<file path="config.mk">
export PLATFORM = sky130hd
export DESIGN_NAME = phys_mem_arbiter
export DESIGN_NICKNAME = d
export VERILOG_FILES = /design/src/rtl/phys_mem_arbiter_pkg.sv /design/src/rtl/phys_mem_arbiter_rr_arb2.sv /design/src/rtl/phys_mem_arbiter.sv
export SDC_FILE = /design/constraint.sdc
export NUM_CORES = 1
export LEC_CHECK = 0
export CAP_MARGIN = 5
export CORE_AREA = 2 2 546 548
export CTS_CLUSTER_SIZE = 30
export DETAILED_ROUTE_END_ITERATION = 6
export DIE_AREA = 0 0 548 550
export GPL_ROUTABILITY_DRIVEN = 0
export SYNTH_ARGS = -nofsm -noshare
export SYNTH_HDL_FRONTEND = slang
export SYNTH_SLANG_ARGS = --single-unit
export TNS_END_PERCENT = 1
</file>
<file path="constraint.sdc">
create_clock -name clk -period 1.4 [get_ports clk]
set_input_delay 0.21 -clock clk [delete_from_list [all_inputs] [get_ports clk]]
set_output_delay 0.21 -clock clk [all_outputs]
set_load 0.01 [all_outputs]
</file>
<file path="src/rtl/phys_mem_arbiter_pkg.sv">
// ---------------------------------------------------------------------------
// phys_mem_arb_pkg: shared types and constants for the I/D memory arbiter
// Rev 1.0
// ---------------------------------------------------------------------------
`default_nettype none

package phys_mem_arb_pkg;

   typedef enum logic [1:0] {
      IDLE    = 2'd0,
      GRANT_I = 2'd1,
      GRANT_D = 2'd2,
      ABORT   = 2'd3
   } arb_state_t;

   localparam logic PORT_I = 1'b0;
   localparam logic PORT_D = 1'b1;

   localparam int DEF_TIMEOUT = 64;

endpackage

`default_nettype wire

</file>
<file path="src/rtl/phys_mem_arbiter_rr_arb2.sv">
// ---------------------------------------------------------------------------
// rr_arb2: two-input round-robin picker; the pointer only moves on contention
// Rev 1.0
// ---------------------------------------------------------------------------
`default_nettype none

module rr_arb2
   import phys_mem_arb_pkg::*;
(
   input  logic       clk,
   input  logic       rst_n,
   input  logic [1:0] req,
   input  logic       advance,
   input  logic       set_en,
   input  logic       set_ptr,
   output logic       gnt_idx,
   output logic       gnt_valid
);

   logic rr_ptr_q;
   logic rr_ptr_d;

   always_comb begin
      gnt_valid = |req;
      gnt_idx   = (&req) ? rr_ptr_q : req[PORT_D];
   end

   // An uncontested grant leaves the pointer alone so fairness is only spent
   // when both ports actually competed.
   always_comb begin
      rr_ptr_d = rr_ptr_q;
      if (set_en) begin
         rr_ptr_d = set_ptr;
      end else if (advance && (&req)) begin
         rr_ptr_d = ~rr_ptr_q;
      end
   end

   always_ff @(posedge clk or negedge rst_n) begin
      if (!rst_n) begin
         rr_ptr_q <= PORT_I;
      end else begin
         rr_ptr_q <= rr_ptr_d;
      end
   end

endmodule

`default_nettype wire

</file>
<file path="src/rtl/phys_mem_arbiter.sv">
// ---------------------------------------------------------------------------
// phys_mem_arbiter: round-robin share of the physical memory bus between the
// I-cache and D-cache controllers, with an unacknowledged-strobe watchdog.
// Rev 1.0
// ---------------------------------------------------------------------------
`default_nettype none

module phys_mem_arbiter
   import phys_mem_arb_pkg::*;
#(
   parameter int ADDR_W  = 32,
   parameter int LINE_W  = 256,
   parameter int TIMEOUT = DEF_TIMEOUT
) (
   input  logic              clk,
   input  logic              rst_n,

   input  logic              i_cyc,
   input  logic              i_stb,
   input  logic              i_we,
   input  logic [ADDR_W-1:0] i_addr,
   input  logic [LINE_W-1:0] i_wdata,
   output logic              i_ack,
   output logic              i_rty,

   input  logic              d_cyc,
   input  logic              d_stb,
   input  logic              d_we,
   input  logic [ADDR_W-1:0] d_addr,
   input  logic [LINE_W-1:0] d_wdata,
   output logic              d_ack,
   output logic              d_rty,

   output logic [LINE_W-1:0] rdata,

   output logic              mem_cyc,
   output logic              mem_stb,
   output logic              mem_we,
   output logic [ADDR_W-1:0] mem_addr,
   output logic [LINE_W-1:0] mem_wdata,
   input  logic [LINE_W-1:0] mem_rdata,
   input  logic              mem_ack,
   input  logic              mem_rty
);

   arb_state_t state_q;
   arb_state_t state_d;
   logic       owner_q;
   logic       owner_d;

   logic [1:0] w_req;
   logic       w_gnt_idx;
   logic       w_gnt_valid;
   logic       w_granted;
   logic       w_wd_abort;

   assign w_req[PORT_I] = i_cyc & i_stb;
   assign w_req[PORT_D] = d_cyc & d_stb;
   assign w_granted     = (state_q == GRANT_I) || (state_q == GRANT_D);

   rr_arb2 u_rr_arb2 (
      .clk       (clk),
      .rst_n     (rst_n),
      .req       (w_req),
      .advance   (state_q == IDLE),
      .set_en    (state_q == ABORT),
      .set_ptr   (~owner_q),
      .gnt_idx   (w_gnt_idx),
      .gnt_valid (w_gnt_valid)
   );

   always_comb begin
      state_d = state_q;
      owner_d = owner_q;
      case (state_q)
         IDLE: begin
            if (w_gnt_valid) begin
               owner_d = w_gnt_idx;
               state_d = (w_gnt_idx == PORT_D) ? GRANT_D : GRANT_I;
            end
         end
         GRANT_I: begin
            if (!i_cyc) begin
               state_d = IDLE;
            end else if (w_wd_abort) begin
               state_d = ABORT;
            end
         end
         GRANT_D: begin
            if (!d_cyc) begin
               state_d = IDLE;
            end else if (w_wd_abort) begin
               state_d = ABORT;
            end
         end
         ABORT:   state_d = IDLE;
         default: state_d = IDLE;
      endcase
   end

   always_ff @(posedge clk or negedge rst_n) begin
      if (!rst_n) begin
         state_q <= IDLE;
         owner_q <= PORT_I;
      end else begin
         state_q <= state_d;
         owner_q <= owner_d;
      end
   end

   // The bus is a pure mux on the registered state, so an async reset drops
   // mem_cyc/mem_stb the moment rst_n falls.
   always_comb begin
      mem_cyc   = 1'b0;
      mem_stb   = 1'b0;
      mem_we    = 1'b0;
      mem_addr  = '0;
      mem_wdata = '0;
      i_ack     = 1'b0;
      i_rty     = 1'b0;
      d_ack     = 1'b0;
      d_rty     = 1'b0;
      case (state_q)
         GRANT_I: begin
            mem_cyc   = i_cyc;
            mem_stb   = i_stb;
            mem_we    = i_we;
            mem_addr  = i_addr;
            mem_wdata = i_wdata;
            i_ack     = mem_ack;
            i_rty     = mem_rty;
         end
         GRANT_D: begin
            mem_cyc   = d_cyc;
            mem_stb   = d_stb;
            mem_we    = d_we;
            mem_addr  = d_addr;
            mem_wdata = d_wdata;
            d_ack     = mem_ack;
            d_rty     = mem_rty;
         end
         ABORT: begin
            i_rty = (owner_q == PORT_I);
            d_rty = (owner_q == PORT_D);
         end
         default: ;
      endcase
   end

   assign rdata = mem_rdata;

   generate
      if (TIMEOUT > 0) begin : g_wd
         localparam int WD_W = $clog2(TIMEOUT + 1);
         localparam logic [WD_W-1:0] WD_LAST = WD_W'(TIMEOUT - 1);
         localparam logic [WD_W-1:0] WD_MAX  = WD_W'(TIMEOUT);

         logic [WD_W-1:0] wd_cnt_q;
         logic [WD_W-1:0] wd_cnt_d;
         logic            w_stall;

         assign w_stall = w_granted && mem_stb && !mem_ack;

         // A same-cycle ack masks the terminal count, so a late ack still wins.
         assign w_wd_abort = w_stall && (wd_cnt_q == WD_LAST);

         always_comb begin
            wd_cnt_d = '0;
            if (w_stall) begin
               wd_cnt_d = (wd_cnt_q == WD_MAX) ? wd_cnt_q : wd_cnt_q + 1'b1;
            end
         end

         always_ff @(posedge clk or negedge rst_n) begin
            if (!rst_n) begin
               wd_cnt_q <= '0;
            end else begin
               wd_cnt_q <= wd_cnt_d;
            end
         end
      end else begin : g_no_wd
         assign w_wd_abort = 1'b0;
      end
   endgenerate

endmodule

`default_nettype wire
</file>
Word-level counts from Yosys, hierarchy flattened
Cells that the tools add are included.
{ "classes": {"order_cmp": 0, "shift": 0, "n_bitwise": 4, "div_mod_pow": 0, "n_reduce_logical": 11, "add_sub_neg": 1, "n_mux": 20, "eq_ne": 7, "multipliers": 0} }
{ "ops": {"columns": ["operator", "count"], "rows": [
  ["256-bit one-hot mux with 2 select lines", 1],
  ["32-bit one-hot mux with 2 select lines", 1],
  ["7-bit 2-to-1 mux", 2],
  ["2-bit 2-to-1 mux", 5],
  ["1-bit one-hot mux with 2 select lines", 5],
  ["2-bit one-hot mux with 4 select lines", 1],
  ["7-bit by 1-bit adder with 7-bit output, second input constant", 1],
  ["7-bit by 6-bit equality test with 1-bit output, second input constant", 1],
  ["7-bit equality test, second input constant", 1],
  ["1-bit 2-to-1 mux", 5],
  ["2-bit equality test, second input constant", 2],
  ["1-bit logical AND", 4],
  ["2-bit inequality test, second input constant", 2],
  ["2-bit AND reduction", 2],
  ["1-bit bitwise AND", 2],
  ["2-bit by 1-bit equality test with 1-bit output, second input constant", 1],
  ["2-bit zero test", 1],
  ["1-bit inverter", 2],
  ["2-bit nonzero test", 1],
  ["2-bit OR reduction", 1],
  ["1-bit zero test", 1],
  ["1-bit logical OR", 1]
]} }
{ "word_totals": {"romBits": 0, "ramBits": 0, "output_inout_bits": 551, "latch_bits": 0, "mem_count": 0, "elab_cells": 47, "in_bits": 842, "reg_bits": 11} }

Depth between registers and ports, before layout
{ "depth": {"word_depth": 8, "depth_mapped": 7, "mapped_depth_nobuf": 6} }

Cells and area by module
Synthesis repeated with hierarchy kept, for this count alone.
{ "unflattened": {"cells_unflattened": 1018, "hier_area_um2": 7098.1} }
{ "by_module_without_submodules": {"columns": ["module", "seq_area_each_um2", "instances", "area_each_um2", "cells_per_inst"], "rows": [
  ["phys_mem_arbiter", 250.2, 1, 7028.0, 1010],
  ["rr_arb2", 25.0, 1, 70.1, 8]
]} }

Least setup slack after synthesis
OpenSTA, ideal clock, no wires.
{ "synth_path": {"kind": "register -> output", "start": "reg state_q[0]", "end": "out mem_wdata[100]", "path_slack_ps": -205, "n_path_buf": 2, "required_time_ps": 1190, "arrival_ps": 1395, "stages_incl_launch_ff": 6, "cell_sequence": "dfrtp_1 > inv_1 > ha_1 > buf_2 > clkbuf_1 > nor2b_1"} }
{ "synth_via": {"elab_chain_len": 2, "elab_cells_between_ends": 3, "cone_classes": "2 x eq/ne; 1 x mux"} }
{ "synth_lines": {"columns": ["item", "line_no", "source"], "rows": [
  ["from (decl)", "phys_mem_arbiter.sv:46", "arb_state_t state_q;"],
  ["from (signal assigned)", "phys_mem_arbiter.sv:106", "state_q <= state_d;"],
  ["2-bit equality test / 2-bit by 1-bit equality test with 1-bit output (equally long branches)", "phys_mem_arbiter.sv:123", "case (state_q)"],
  ["256-bit one-hot mux with 2 select lines *", "phys_mem_arbiter.sv:123", null],
  ["to (decl)", "phys_mem_arbiter.sv:40", "output logic [LINE_W-1:0] mem_wdata,"]
]} }
Mark *: on every way between the ends. The rest lies on a longest branch, timed or not.

Worst setup path in the final report
{ "layout_path": {"start": "reg state_q[1]", "end": "out mem_wdata[104]"} }
The elaborated chain is that of the path after synthesis.

==> results.json <==
{
  "outcome": "finished with violations",
  "failed_checks": "setup timing",
  "synthesis.nets": 1853,
  "cts.sinks": 11,
  "routed_wl_mm": 218,
  "grt_max_degree": 85,
  "maxCapViolCount": 0,
  "grt_overflow": 0,
  "numPortBuffers": 880,
  "syn_to_final_growth_pct": 224,
  "cts-root-buf": "clkbuf_16",
  "fill_cells": 34500,
  "die_h_um": 550,
  "row_count": 200,
  "yosys-top-cells-count": "nor2b_1 (290), a22oi_1 (289), buf_4 (265)",
  "reg2reg_slack_ns": -0.51,
  "clock_latency_ns": 0.24,
  "syn_area_per_cell_um2": 7.07,
  "cts.htree.levels": 1,
  "wl_per_cell_um": 39.0,
  "io_pins": 1393,
  "pre_cts_ws_ns": -1.13,
  "finalNetCount": 2499,
  "clkSlewWorstSetupHoldPaths_ns": 0.04,
  "fmax_ghz": 0.410,
  "grt_pass1_vias": 10800,
  "hold_viol": 0,
  "tritoncts": "yes",
  "synth-edff-count": 0,
  "antenna_found_initial": 187,
  "drcViolationCount": 0,
  "cp_data_required_time_ns": 1.19,
  "crit_top_cell": "buf_12",
  "syn-instance-count": 1005,
  "ys.flop_type": "dfrtp_1",
  "peakVddDrop_v": 0.00129,
  "ys_top_cells_by_area": "a22oi_1 (31%), buf_4 (28%), nor2b_1 (26%)",
  "hold_path_class": "input port to async pin",
  "drt-initial-drc-count": 598,
  "slew_violations": 0,
  "crit_path_max_fanout": 17,
  "fin_skew_ns": 0.00157,
  "synth_area_um2": 7110,
  "vias_per_cell": 2.08,
  "postLayoutCoreUtil_pct": 7.78,
  "synth.most_common_cell": "nor2b_1",
  "fin_crit_ns": 2.44,
  "ys_ff_latch": 11,
  "coreArea_um2": 296000,
  "start_util_pct": 2.41,
  "ant_nets": 0,
  "cts.path.max_buffers": 2,
  "p_per_area_nw_per_um2": 1470,
  "die_area_um2": 301000,
  "layout_setup_ws_ns": -1.04,
  "yosysSeqAreaShare_pct": 3.87,
  "yosys.area.top_type": "a22oi_1",
  "layout-drive-gt1-share_pct": 46.8,
  "worstMarginPinSlew_ns": 0.540,
  "critPathMaxStageDelay_ns": 0.40,
  "setup_viol": 304,
  "dp.cells": 5567,
  "num_vias": 11700,
  "fin_crit_sh_pct": 174,
  "cp-end-kind": "output port",
  "worstPathCellList": "buf_4, ha_4, buf_12, clkbuf_16, buf_12, a22oi_2, nor2b_2, buf_12",
  "drt-pass1-iter-count": 5,
  "ys_types": 33,
  "die_w_um": 548,
  "rsz0062_at_grt": "yes",
  "cts_hold_buf": 0,
  "arrival_ns": 2.23,
  "async_flop_share_pct": 100,
  "dp_hpwl_mm": 206,
  "yosys.area.top_type_share_pct": 30.5,
  "track_usage_pct": 13.5,
  "leakagePower_nw": 7.25,
  "crit_path_top_delay_cell": "dfrtp_1",
  "cts_made_buffers": 3,
  "start_kind": "flip-flop",
  "final_cells": 5603,
  "relSlewSlack_pct": 63.9,
  "path_class": "flip-flop to output port",
  "yosysWarnings": 0,
  "grt_pass1_wl_mm": 237
}
## worst max-delay path, delay by kind of cell (launching register included)
family	cells	cell delay, ns
flip-flops	1	0.40
AO/OA/AOI/OAI	1	0.35
AND/OR/NAND/NOR	1	0.11
adder cells (fa/ha/maj)	1	0.21
buffers and inverters	5	0.86
## power by group
group / switching (mW) / total, mW / internal [mW]
combinational: 16.3 / 32.9 / 16.6
clock: 0.142 / 0.525 / 0.382
sequential: 0.0519 / 0.429 / 0.377
total: 16.5 / 33.8 / 17.3
## repair_timing
| item | in CTS | in global routing |
|---|---|---|
| gates resized for setup | 212 | 309 |
| setup buffers | 2 | 9 |
| gates cloned | 2 | 5 |
| pin swaps | 5 | 19 |
| setup endpoints to repair | 304 | 305 |
## area by class of cell
class / count / area, um^2 / area share (%)
repair buffers: 995 / 11600 / 50.5
diodes: 14 / 35.0 / 0.152
clock buffers: 4 / 78.8 / 0.343
flip-flops and latches: 11 / 275 / 1.20
multi-input cells: 635 / 6060 / 26.3
well taps: 3939 / 4930 / 21.4
inverters: 5 / 18.8 / 0.0816
## cells in the final DEF, fill, tap and decap left out, drive strengths merged
master and instances:
a21oi 1, clkdlybuf4s50 600, bufbuf 1, a31oi 1, xor2 4, and2 3, dlygate4sd2 7, a22oi 290
dfrtp 11, buf 295, and3 2, ha 6, nor2 8, dlymetal6s2s 42, nand2 6, nor4b 1
nor2b 290, mux2i 2, a22o 2, nand4bb 1, or3 1, xnor2 2, clkdlybuf4s15 4, inv 5
nand3b 2, clkbuf 50, o21a 3, diode 14, nand4 1, o21ai 5, nand3 4
## cells by family (layout without fill, tap and decap cells)
logic type,after synthesis,in the layout,synth area share (%)
buffers and inverters,359,1004,34.2
and+or+nand+nor,319,319,28.0
AOI/OAI and AO/OA,302,302,31.8
DFF,11,11,3.87
adders and majority gates,6,6,1.06
xor gates and xnor gates,6,6,0.739
muxes,2,2,0.282
other,0,14,0
## stage by stage
| step | hold slack (ns) | setup TNS (ns) | cell area (um^2) | power, mW |
|---|---|---|---|---|
| finish | 0.329 | -228.35 | 23000 | 33.8 |
| floorplan | -0.0856 | -35.46 | 7890 | 12.5 |
| global placement | 0.420 | -211.85 | 21500 | 29.2 |
| global route | 0.380 | -248.73 | 23000 | 35.7 |
| CTS | 0.342 | -246.48 | 22200 | 31.6 |
| detailed placement | 0.420 | -210.56 | 21500 | 29.2 |
## state kept, by name (all words and copies together) (netlist names)
register            cells
g_wd.wd_cnt_q           7
owner_q                 1
state_q                 2
u_rr_arb2.rr_ptr_q      1
## path summary, 6_finish.rpt
path | startpoint | to | depth (start not counted)
setup / recovery | state_q[1]$_DFFE_PN0P_ | mem_wdata[104] | 8
setup reg to reg | state_q[1]$_DFFE_PN0P_ | state_q[1]$_DFFE_PN0P_ | 8
min in group clk | mem_rdata[117] | rdata[117] | 0
hold / removal | rst_n | g_wd.wd_cnt_q[2]$_DFFE_PN0P_ | 1
hold reg to reg | g_wd.wd_cnt_q[6]$_DFFE_PN0P_ | g_wd.wd_cnt_q[6]$_DFFE_PN0P_ | 2
max in group asynchronous | rst_n | state_q[0]$_DFFE_PN0P_ | 1
## metal layers
metal  vias to the layer above  share of wire [%]  GRT usage (%)
li1                       4611                  -              -
met1                      5221                 29           11.8
met2                      1490                 43           20.7
met3                       316                 25           15.2
met4                        18                3.1           2.64
met5                         -              0.049              0
Note: power is estimated with default switching activity, not from simulation.
